===== src/rtl/vram_dma_m_pkg.sv =====
// Shared GPU definitions for the VRAM write-side DMA: state encoding,
// VRAM address width and region base addresses.
`ifndef VRAM_ADDR_WIDTH
`define VRAM_ADDR_WIDTH 12
`endif

package vram_dma_m_pkg;

    localparam int VRAM_AW = `VRAM_ADDR_WIDTH;

    typedef enum logic [1:0] {
        IDLE  = 2'd0,
        REQ   = 2'd1,
        DATA  = 2'd2,
        WRITE = 2'd3
    } vram_dma_state_t;

    localparam logic [VRAM_AW-1:0] PMF_BASE = 12'h000;
    localparam logic [VRAM_AW-1:0] OBM_BASE = 12'h800;

endpackage


===== src/rtl/vram_dma_m.sv =====
// Copies a byte block from CPU-side memory into VRAM one byte at a time,
// writing only while the video timing window is open.
module vram_dma_m
    import vram_dma_m_pkg::*;
#(
    parameter int SRC_ADDR_WIDTH = 16,
    parameter int LEN_WIDTH      = 10
) (
    input  logic                      clk,
    input  logic                      rst,
    input  logic                      start,
    input  logic [SRC_ADDR_WIDTH-1:0] src_base,
    input  logic [VRAM_AW-1:0]        dst_base,
    input  logic [LEN_WIDTH-1:0]      length,
    input  logic                      abort,
    output logic                      busy,
    output logic                      done,
    output logic                      src_rd_en,
    output logic [SRC_ADDR_WIDTH-1:0] src_addr,
    input  logic                      src_gnt,
    input  logic [7:0]                src_rd_data,
    input  logic                      writable,
    output logic [7:0]                vram_data,
    output logic [VRAM_AW-1:0]        vram_address,
    output logic                      vram_write_enable
);

    vram_dma_state_t           r_state;
    logic [SRC_ADDR_WIDTH-1:0] r_src;
    logic [VRAM_AW-1:0]        r_dst;
    logic [LEN_WIDTH-1:0]      r_rem;
    logic [7:0]                r_buf;
    logic                      r_busy;
    logic                      r_done;
    logic                      r_src_rd_en;

    vram_dma_state_t           w_state_nxt;
    logic [SRC_ADDR_WIDTH-1:0] w_src_nxt;
    logic [VRAM_AW-1:0]        w_dst_nxt;
    logic [LEN_WIDTH-1:0]      w_rem_nxt;
    logic [7:0]                w_buf_nxt;
    logic                      w_done_nxt;

    // Next-state, pointer and buffer update; abort outranks grant and write.
    always_comb begin
        w_state_nxt = r_state;
        w_src_nxt   = r_src;
        w_dst_nxt   = r_dst;
        w_rem_nxt   = r_rem;
        w_buf_nxt   = r_buf;
        w_done_nxt  = 1'b0;
        case (r_state)
            IDLE: begin
                if (abort) begin
                    w_state_nxt = IDLE;
                end else if (start) begin
                    if (length != {LEN_WIDTH{1'b0}}) begin
                        w_src_nxt   = src_base;
                        w_dst_nxt   = dst_base;
                        w_rem_nxt   = length;
                        w_state_nxt = REQ;
                    end else begin
                        w_done_nxt  = 1'b1;
                    end
                end else begin
                    w_state_nxt = IDLE;
                end
            end
            REQ: begin
                if (abort) begin
                    w_state_nxt = IDLE;
                end else if (src_gnt) begin
                    w_state_nxt = DATA;
                end else begin
                    w_state_nxt = REQ;
                end
            end
            DATA: begin
                if (abort) begin
                    w_state_nxt = IDLE;
                end else begin
                    w_buf_nxt   = src_rd_data;
                    w_state_nxt = WRITE;
                end
            end
            WRITE: begin
                if (abort) begin
                    w_state_nxt = IDLE;
                end else if (writable) begin
                    w_src_nxt = r_src + SRC_ADDR_WIDTH'(1);
                    w_dst_nxt = r_dst + VRAM_AW'(1);
                    w_rem_nxt = r_rem - LEN_WIDTH'(1);
                    if (r_rem == LEN_WIDTH'(1)) begin
                        w_state_nxt = IDLE;
                        w_done_nxt  = 1'b1;
                    end else begin
                        w_state_nxt = REQ;
                    end
                end else begin
                    w_state_nxt = WRITE;
                end
            end
            default: begin
                w_state_nxt = IDLE;
            end
        endcase
    end

    // State, counters, buffer and the registered status/request outputs.
    always_ff @(posedge clk or negedge rst) begin
        if (!rst) begin
            r_state     <= IDLE;
            r_src       <= {SRC_ADDR_WIDTH{1'b0}};
            r_dst       <= {VRAM_AW{1'b0}};
            r_rem       <= {LEN_WIDTH{1'b0}};
            r_buf       <= 8'h00;
            r_busy      <= 1'b0;
            r_done      <= 1'b0;
            r_src_rd_en <= 1'b0;
        end else begin
            r_state     <= w_state_nxt;
            r_src       <= w_src_nxt;
            r_dst       <= w_dst_nxt;
            r_rem       <= w_rem_nxt;
            r_buf       <= w_buf_nxt;
            r_busy      <= (w_state_nxt != IDLE);
            r_done      <= w_done_nxt;
            r_src_rd_en <= (w_state_nxt == REQ);
        end
    end

    assign busy         = r_busy;
    assign done         = r_done;
    assign src_rd_en    = r_src_rd_en;
    assign src_addr     = r_src;
    assign vram_data    = r_buf;
    assign vram_address = r_dst;
    // Gated by abort so a cancelled transfer never lands a final byte.
    assign vram_write_enable = (r_state == WRITE) && writable && !abort;

endmodule


===== config.mk =====
export PLATFORM = sky130hd
export DESIGN_NAME = vram_dma_m
export DESIGN_NICKNAME = d
export VERILOG_FILES = /design/src/rtl/vram_dma_m_pkg.sv /design/src/rtl/vram_dma_m.sv
export SDC_FILE = /design/constraint.sdc
export NUM_CORES = 1
export LEC_CHECK = 0
export CAP_MARGIN = 20
export CORE_ASPECT_RATIO = 1.75
export CORE_MARGIN = 2
export CORE_UTILIZATION = 52
export CTS_BUF_LIST = sky130_fd_sc_hd__clkbuf_8
export DETAILED_ROUTE_END_ITERATION = 6
export PLACE_DENSITY_LB_ADDON = 0.25
export SKIP_LAST_GASP = 1
export SLEW_MARGIN = 20
export SYNTH_ARGS = -nofsm -noshare
export SYNTH_HDL_FRONTEND = slang
export SYNTH_SLANG_ARGS = --single-unit

===== constraint.sdc =====
create_clock -name clk -period 4.2 [get_ports clk]
set_clock_uncertainty 0.15 [all_clocks]
set_input_delay 0.84 -clock clk [delete_from_list [all_inputs] [get_ports clk]]
set_output_delay 0.84 -clock clk [all_outputs]
set_load 0.02 [all_outputs]

==> results of run 1 <==
==> layer usage <==
layer / track usage / part of all wire
met1: 0.331 / 0.39
met2: 0.440 / 0.53
met3: 0.0410 / 0.050
met4: 0.106 / 0.029
met5: 0 / 0
==> logic make-up (layout without fill, tap and decap cells) <==
group           count (synthesis)  count (layout)  share of synthesized area
mux                            11              11                     0.0401
flops                          51              51                      0.426
simple gates                  130             130                      0.223
buf+inv                        34             117                     0.0514
compound gates                104             104                      0.226
fa+ha+maj                       8               8                     0.0334
==> sequential cells by signal, indices dropped and copies added (netlist names) <==
name,flops
busy,1
done,1
r_rem,10
r_state,2
src_addr,16
src_rd_en,1
vram_address,12
vram_data,8
==> report_power, final <==
part	leakage, nW	switching, mW	internal, mW	total, mW
Combinational	0.963	0.247	0.233	0.479
Sequential	0.591	0.0948	0.565	0.660
Clock	0.0470	0.156	0.130	0.286
==> final timing paths <==
kind	endpoint	slack, ps	cells past startpoint	from
min	r_rem[0]	300	1	rst
min reg2reg	vram_data[4]	360	1	vram_data[4]
min in group clk	vram_data[4]	360	1	vram_data[4]
max in group asynchronous	vram_address[5]	2820	2	rst
max reg2reg	src_addr[10]	1300	7	r_state[0]
max	vram_write_enable	890	3	r_state[0]
==> synth_stat cells, types with 2 or more instances <==
cell type / n
a211oi_1: 2
a21oi_1: 27
a311oi_1: 4
a31oi_1: 3
and2_1: 3
and3_1: 6
and4_1: 2
buf_2: 6
buf_6: 2
clkbuf_1: 10
dfrtp_1: 51
ha_1: 8
inv_1: 15
mux2_2: 8
mux2i_1: 3
nand2_1: 25
nand3_1: 26
nand4_1: 5
nor2_1: 24
nor2b_1: 7
nor3_1: 19
nor4_1: 3
o21a_1: 2
o21ai_0: 16
o21bai_1: 4
o22a_1: 2
o22ai_1: 25
o32ai_1: 7
or3_1: 2
or4_1: 2
==> layout make-up <==
class,instances,area share
inverters,15,0.0140
flip-flops and latches,51,0.318
well taps,76,0.0237
clock inverters,1,0.00125
clock buffers,6,0.0206
multi-input cells,253,0.390
repair buffers,95,0.233
==> critical path, delay by kind of cell (launching register included) <==
family / cells / cell delay (ps)
and+or+nand+nor: 1 / 320
DFF: 1 / 410
buffers and inverters: 1 / 620
adders and majority gates: 1 / 660
==> metrics by stage <==
step | std cells | instance area (um^2)
3_5_place_dp | 490 | 3930
2_1_floorplan | 338 | 2990
3_3_place_gp | 490 | 3930
5_1_grt | 497 | 4020
4_1_cts | 497 | 4020
6_report | 497 | 4020
==> cells in the final DEF (no fill, tap or decap), types with 15 or more instances in the layout <==
master / count
a21oi_1: 27
inv_1: 15
nor3_1: 19
nand2_1: 25
nor2_1: 24
o22ai_1: 25
clkdlybuf4s50_1: 90
dfrtp_1: 51
o21ai_0: 16
nand3_1: 26
==> flow_summary_export.csv, run 1 <==
group,metric,value,unit
status,status,"finished clean",
worst_setup_path,path_cells,"ha_1, and3b_1, clkdlybuf4s50_1",
clocking,clock_sinks,51,
synthesis,yosysWarnings,0,
clocking,cts_buffers,5,
drt,drt_wl_total,8010,um
synthesis,synth_area,2990,um^2
drt,drt_iter0_markers,137,
clocking,h-tree-depth,2,
layout,regArea,1280,um^2
power,power.total,1.42,mW
die,start_util,0.536,
sta,fin_crit,3310,ps
worst_setup_path,cpMaxStageDelayCell,"ha_1",
die,io_pins,92,
drt,wl_per_cell,16.1,um
die,die_h,104,um
place,numPortBuffers,91,
synthesis,syn-instance-count,338,
die,die_x,61.4,um
job,drv_cap,0,
power,power_leakage,1.60,nW
clocking,clk_pin_slew,90,ps
layout,final_util,0.719,
worst_setup_path,crit_path_end_kind,"primary output",
layout,area_growth,34.1,%
drt,drcViolationCount,0,
drt,drtAntennaViolNets,0,
die,core_area,5590,um^2
sta,rsz0062_at_grt,"no",
global_route,antenna_found_initial,0,
layout,multi_input_area,1570,um^2
synthesis,yosysTopAreaCell,"dfrtp_1",
place,dp_hpwl,5800,um
clocking,root_buffer,"clkbuf_8",
synthesis,synth_flop_cell,"dfrtp_1",
drt,vias,2962,
power,p_per_area,355,nW/um^2
sta,tightest_slew,779,ps
global_route,grt_pass1_wl,13300,um
sta,setup_tns,0,ps
sta,finalSetupViolCount,0,
layout,antennaDiodeCount,0,
layout,fillerInstances,439,
global_route,grt_max_degree,36,
layout,final_nets,481,
hold_path,hp-class,"in -> async",
layout,drive_gt1_frac,0.0665,
sta,maxSlewHeadroom,0.479,
power,peakVddDrop,0.000289,V
global_route,gr-total-overflow,0,
clocking,hold_buffers,0,
clocking,clock_path_buffers,2,
sta,timing.hold.ws,300,ps
worst_setup_path,cp_data_arrival_time,2320,ps
synthesis,syn_nets,398,
worst_setup_path,cp_slowest_stage_delay,660,ps
worst_setup_path,start_kind,"flip-flop",
synthesis,synth-seq-cells,51,
sta,hold_viol,0,
sta,worst_slack,890,ps
worst_setup_path,crit_type,"reg -> out",
synthesis,avgSynthCellArea,8.86,um^2
drt,viasPerCell,5.96,
sta,max_freq,302,MHz
sta,final_max_slew_viol_count,0,
synthesis,ys_top_cells_by_area,"dfrtp_1 43%, o22ai_1 5.2%, a21oi_1 4.5%",
global_route,grt_pass1_vias,2894,
clocking,ctsResizeCount,0,
clocking,clock_latency,300,ps
place,gp_congestion,0.881,
synthesis,yosysSeqAreaShare,0.426,
global_route,grt.total_usage,0.265,
place,dp_slack,606,ps
clocking,cts_setup_buffers,0,
sta,fin_crit_sh,0.788,
die,dieArea,6400,um^2
die,row_count,36,
clocking,cts_tree,"done",
synthesis,netlist.area_leader.share,0.426,
synthesis,synth_edf_count,0,
synthesis,async_reset_ff_frac,1.00,
worst_setup_path,crit_fanout,20,
synthesis,synthDistinctLibCells,49,
drt,dr.pass1.iters,4,
worst_setup_path,worstPathRequired,3210,ps
No activity file was read; power rests on OpenSTA's default activity.
==> run 2: changes to the inputs <==
--- a/config.mk
+++ b/config.mk
@@ -8,7 +8,7 @@
 export CAP_MARGIN = 20
 export CORE_ASPECT_RATIO = 1.75
 export CORE_MARGIN = 2
-export CORE_UTILIZATION = 52
+export CORE_UTILIZATION = 44
 export CTS_BUF_LIST = sky130_fd_sc_hd__clkbuf_8
 export DETAILED_ROUTE_END_ITERATION = 6
 export PLACE_DENSITY_LB_ADDON = 0.25
==> constraint.sdc (replaced) <==
create_clock -name clk -period 2.85 [get_ports clk]
set_clock_uncertainty 0.15 [all_clocks]
set_input_delay 0.57 -clock clk [delete_from_list [all_inputs] [get_ports clk]]
set_output_delay 0.57 -clock clk [all_outputs]
set_load 0.02 [all_outputs]
==> run 2 against run 1 <==
Sequential power up 48%. Register-to-register slack worse by 600 ps. Total power grew 62%. Via count is 2.3% higher. Combinational power increased by 53%. Critical path depth unchanged. Die area increased by 17%. Sequential share of layout area down 1.4 points. Highest routed layer unchanged.
==> flow_summary_export.csv, run 2 (synthesis results as in run 1) <==
group,metric,value,unit
status,status,"finished clean",
clocking,cts_tree,"done",
layout,drive_gt1_frac,0.0920,
layout,final_cell_mix,"90 x clkdlybuf4s50_1, 51 x dfrtp_1, 27 x a21oi_1",
clocking,root_buffer,"clkbuf_8",
worst_setup_path,ff2ff_path_depth,6,
clocking,clock_path_buffers,2,
drt,drt_wl_total,8340,um
job,drv_cap,0,
clocking,clock_sinks,51,
clocking,ctsResizeCount,0,
layout,area_growth,40.4,%
sta,fin_crit_sh,0.944,
layout,antennaDiodeCount,0,
die,die_h,113,um
power,power_leakage,1.70,nW
worst_setup_path,cp_slowest_stage_delay,620,ps
drt,dr_wl_met3,435,um
drt,vias,3029,
global_route,gr-total-overflow,0,
clocking,clk_pin_slew,90,ps
die,die_x,66.4,um
global_route,grt_max_degree,35,
clocking,hold_buffers,0,
global_route,antenna_found_initial,0,
drt,drtAntennaViolNets,0,
worst_setup_path,path_cells,"clkdlybuf4s50_1, and3b_1, clkdlybuf4s50_1",
drt,wl_met1,3250,um
sta,hold_viol,0,
sta,fin_crit,2690,ps
sta,setup_tns,0,ps
power,switching_power,757,uW
clocking,cts_setup_buffers,0,
hold_path,hp-class,"in -> async",
power,p_int,1.55,mW
power,comb_power_share,0.319,
power,power.total,2.30,mW
worst_setup_path,cpMaxStageDelayCell,"clkdlybuf4s50_1",
worst_setup_path,crit_fanout,5,
global_route,grt_pass1_wl,13700,um
power,clkPwrFrac,0.257,
worst_setup_path,worstPathRequired,2130,ps
die,io_pins,92,
place,numPortBuffers,91,
worst_setup_path,crit_type,"in -> out",
worst_setup_path,start_kind,"input port",
layout,layout_commonest_cell,"clkdlybuf4s50_1",
layout,final_nets,494,
power,peakVddDrop,0.000429,V
drt,viasPerCell,5.86,
power,p_per_area,548,nW/um^2
place,gp_congestion,0.848,
worst_setup_path,crit_path_end_kind,"primary output",
worst_setup_path,cp_data_arrival_time,1970,ps
sta,maxSlewHeadroom,0.540,
die,row_count,39,
die,core_area,6540,um^2
worst_setup_path,reg2reg_slack,700,ps
clocking,clock_latency,310,ps
drt,dr.pass1.iters,4,
sta,tightest_slew,683,ps
drt,met2_length,4490,um
die,start_util,0.458,
drt,drcViolationCount,0,
sta,rsz0062_at_grt,"no",
drt,wl_per_cell,16.1,um
worst_setup_path,cp_common_cell,"clkdlybuf4s50_1",
worst_setup_path,r2r-start,"r_rem[6]",
layout,largest_register_ffs,16,
global_route,grt.total_usage,0.228,
worst_setup_path,r2r_end,"src_rd_en",
die,dieArea,7510,um^2
place,dp_cells,509,
sta,final_max_slew_viol_count,0,
clocking,cts_buffers,5,
clocking,h-tree-depth,2,
layout,fin_cells,517,
power,netSwitchingFraction,0.329,
global_route,grt_pass1_vias,2955,
drt,drt_iter0_markers,199,
drt,top_layer,"met4",
sta,finalSetupViolCount,0,
sta,max_freq,372,MHz
power,pwr-share-seq,0.423,
layout,final_util,0.643,
place,dp_hpwl,6150,um
-- run 2: cell count changes in the layout (fill, tap and decap cells not counted) --
cell       before  now
bufinv_16       0    2
buf_4           4   14
buf_12          0    3
clkinv_2        1    0
clkbuf_8        6    5
o21a_1          1    2
o21a_2          1    0
inv_1          15   16
-- run 2: metrics by stage --
stage	instance area (um^2)	setup slack (ps)	hold slack, ps
after floorplan	2990	513	124
after global placement	4070	13.7	337
after detailed placement	4070	-35.2	348
after CTS	4200	162	132
after global routing	4200	78.2	137
final	4200	159	120
-- run 2: worst max-delay path: cells and delay by family --
family / cells / cell delay [ps]
buffers and inverters: 2 / 1110
and+or+nand+nor: 1 / 290
-- run 2: how the worst max path moves through the flow --
stage / cells after the start / end / slack, ps / start
floorplan: 6 / src_addr[15] / 510 / length[5]
global placement: 7 / src_addr[10] / 10 / length[5]
detailed placement: 7 / src_addr[10] / -40 / length[5]
CTS: 3 / vram_write_enable / 160 / abort
global route: 3 / vram_write_enable / 80 / abort
finish: 3 / vram_write_enable / 160 / abort
-- run 2: final cells by class --
cell class                 instances  area (um^2)
clock buffer                       5         68.8
timing repair buffer             108         1070
inverter                          15         56.3
fill                             590         2340
tap                               82          103
clock inverter                     3         63.8
multi-input combinational        253         1560
sequential                        51         1280
-- run 2: metal layers --
layer | global-route usage | vias to the layer above
li1 | - | 1460
met1 | 0.268 | 1452
met2 | 0.409 | 100
met3 | 0.0368 | 17
met4 | 0.0789 | 0
met5 | 0 | -
-- run 2: power groups by stage --
stage / Combinational, mW / Sequential, mW / Clock, mW
floorplan: 0.300 / 1.05 / 0
global placement: 0.723 / 0.978 / 0
detailed placement: 0.737 / 0.984 / 0
CTS: 0.740 / 0.972 / 0.606
global route: 0.802 / 0.991 / 0.639
finish: 0.735 / 0.975 / 0.592
==> run 3: changes to the inputs <==
--- a/config.mk
+++ b/config.mk
@@ -11,6 +11,7 @@
 export CORE_UTILIZATION = 44
 export CTS_BUF_LIST = sky130_fd_sc_hd__clkbuf_8
 export DETAILED_ROUTE_END_ITERATION = 6
+export GPL_TIMING_DRIVEN = 0
 export PLACE_DENSITY_LB_ADDON = 0.25
 export SKIP_LAST_GASP = 1
 export SLEW_MARGIN = 20
==> run 3 against run 2 <==
Maximum frequency decreased by 1.6%. Utilization decreased by 1.0 points. Count of clock-buffer cells in the layout did not move. Flip-flop and latch count unchanged. Non-clock buffer count up 1. Sequential power is essentially flat. Combinational power down 0.5%. Total power grew 0.74%. Global-route usage is 2.4 points higher. Setup slack got worse by 44 ps. Sequential share of layout area rose by 0.48 points. Largest cell class unchanged. Largest power group unchanged. Highest routed layer unchanged.
==> flow_summary_export.csv, run 3 (synthesis results as in run 1) <==
group,metric,value,unit
hold_path,hp-class,"in -> async",
clocking,cts_tree,"done",
worst_setup_path,crit_path_end_kind,"primary output",
drt,drtAntennaViolNets,0,
drt,drcViolationCount,0,
layout,largest_register_ffs,16,
layout,drive_gt1_frac,0.0757,
sta,max_freq,366,MHz
clocking,clk_pin_slew,100,ps
sta,finalSetupViolCount,0,
global_route,antenna_found_initial,0,
global_route,grt_pass1_vias,3053,
drt,viasPerCell,5.96,
global_route,grt_max_degree,52,
sta,hold_viol,0,
sta,rsz0062_at_grt,"no",
clocking,ctsResizeCount,0,
place,gp_congestion,0.847,
worst_setup_path,r2r_end,"src_addr[7]",
worst_setup_path,crit_fanout,9,
power,peakVddDrop,0.000303,V
die,die_x,66.4,um
sta,maxSlewHeadroom,0.565,
clocking,cts_buffers,5,
power,power_leakage,1.65,nW
drt,drt_wl_total,9050,um
power,comb_power_share,0.315,
sta,timing.hold.ws,114,ps
place,dp_hpwl,6810,um
sta,tightest_slew,653,ps
sta,fin_crit_sh,0.960,
global_route,grt_pass1_wl,14800,um
job,drv_cap,0,
power,pwr-share-seq,0.420,
layout,area_growth,38.2,%
clocking,clock_path_buffers,2,
status,status,"finished clean",
clocking,cts_setup_buffers,0,
clocking,h-tree-depth,2,
layout,final_cell_mix,"90 x clkdlybuf4s50_1, 51 x dfrtp_1, 27 x a21oi_1",
power,p_per_area,561,nW/um^2
clocking,hold_buffers,0,
die,core_area,6540,um^2
global_route,grt.total_usage,0.252,
drt,vias,3088,
layout,antennaDiodeCount,0,
worst_setup_path,start_kind,"flip-flop",
sta,final_max_slew_viol_count,0,
layout,fillerInstances,580,
clocking,clock_sinks,51,
drt,dr.pass1.iters,4,
worst_setup_path,r2r-start,"r_state[0]",
sta,setup_tns,0,ps
place,numPortBuffers,91,
die,row_count,39,
drt,drt_iter0_markers,208,
worst_setup_path,ff2ff_path_depth,6,
worst_setup_path,cp_data_arrival_time,2010,ps
die,start_util,0.458,
die,dieArea,7510,um^2
worst_setup_path,reg2reg_slack,250,ps
power,p_int,1.54,mW
layout,final_nets,495,
die,die_h,113,um
layout,layout_commonest_cell,"clkdlybuf4s50_1",
die,io_pins,92,
power,switching_power,784,uW
clocking,clock_latency,320,ps
power,netSwitchingFraction,0.338,
global_route,gr-total-overflow,0,
drt,wl_per_cell,17.5,um
worst_setup_path,crit_type,"reg -> out",
sta,fin_crit,2730,ps
power,clkPwrFrac,0.265,
worst_setup_path,worstPathRequired,2130,ps
clocking,root_buffer,"clkbuf_8",
==> run 3: changes by cell type in the layout (fill, tap and decap cells not counted), sizes merged <==
cell / change
clkbuf: +9
buf: -8
clkinvlp: +1
inv: -1
==> run 3: final cells by class <==
cell class | count | area, um^2 | share of cell area
multi-input cells | 253 | 1560 | 0.378
flip-flops and latches | 51 | 1280 | 0.308
repair buffers | 91 | 908 | 0.220
well taps | 82 | 103 | 0.0248
plain buffers | 18 | 93.8 | 0.0227
clock buffers | 5 | 68.8 | 0.0166
clock inverters | 3 | 67.6 | 0.0163
inverters | 15 | 56.3 | 0.0136
==> run 3: power groups by stage <==
stage	clock network (mW)	logic, mW	registers [mW]
2_1_floorplan	0	0.300	1.05
3_3_place_gp	0	0.713	0.979
3_5_place_dp	0	0.729	0.983
4_1_cts	0.623	0.732	0.970
5_1_grt	0.656	0.790	0.994
6_report	0.615	0.731	0.975
==> run 3: worst max-delay path: stages (launching register included) <==
cell and delay (ps):
dfrtp_1 420, ha_1 380, and3b_1 280, clkdlybuf4s50_1 620
==> run 3: how the worst max path moves through the flow <==
stage                     startpoint           endpoint  slack, ps  cells past startpoint
after floorplan            length[5]       src_addr[15]        510                      6
after global placement           rst    vram_address[7]       -530                      1
after detailed placement   length[5]       src_addr[15]       -200                      7
after CTS                 r_state[1]  vram_write_enable        0.4                      4
after global routing       length[5]        src_addr[9]         30                      7
final                     r_state[0]  vram_write_enable        120                      3
==> run 3: metal layers <==
| layer | GRT usage | up-vias | wire length (um) |
|---|---|---|---|
| met5 | 0 | - | 0 |
| met4 | 0.102 | 0 | 270 |
| met3 | 0.0447 | 27 | 580 |
| met2 | 0.457 | 138 | 4930 |
| met1 | 0.283 | 1459 | 3270 |
| li1 | - | 1464 | - |
==> run 3: stage by stage <==
step / setup slack (ps) / area, um^2 / total power, mW / cells / util
4_1_cts: 0.408 / 4140 / 2.33 / 519 / 0.633
6_report: 115 / 4140 / 2.32 / 518 / 0.633
2_1_floorplan: 513 / 2990 / 1.35 / 338 / -
5_1_grt: 31.7 / 4140 / 2.44 / 518 / 0.633
3_3_place_gp: -533 / 4010 / 1.69 / 511 / 0.613
3_5_place_dp: -203 / 4010 / 1.71 / 511 / 0.613
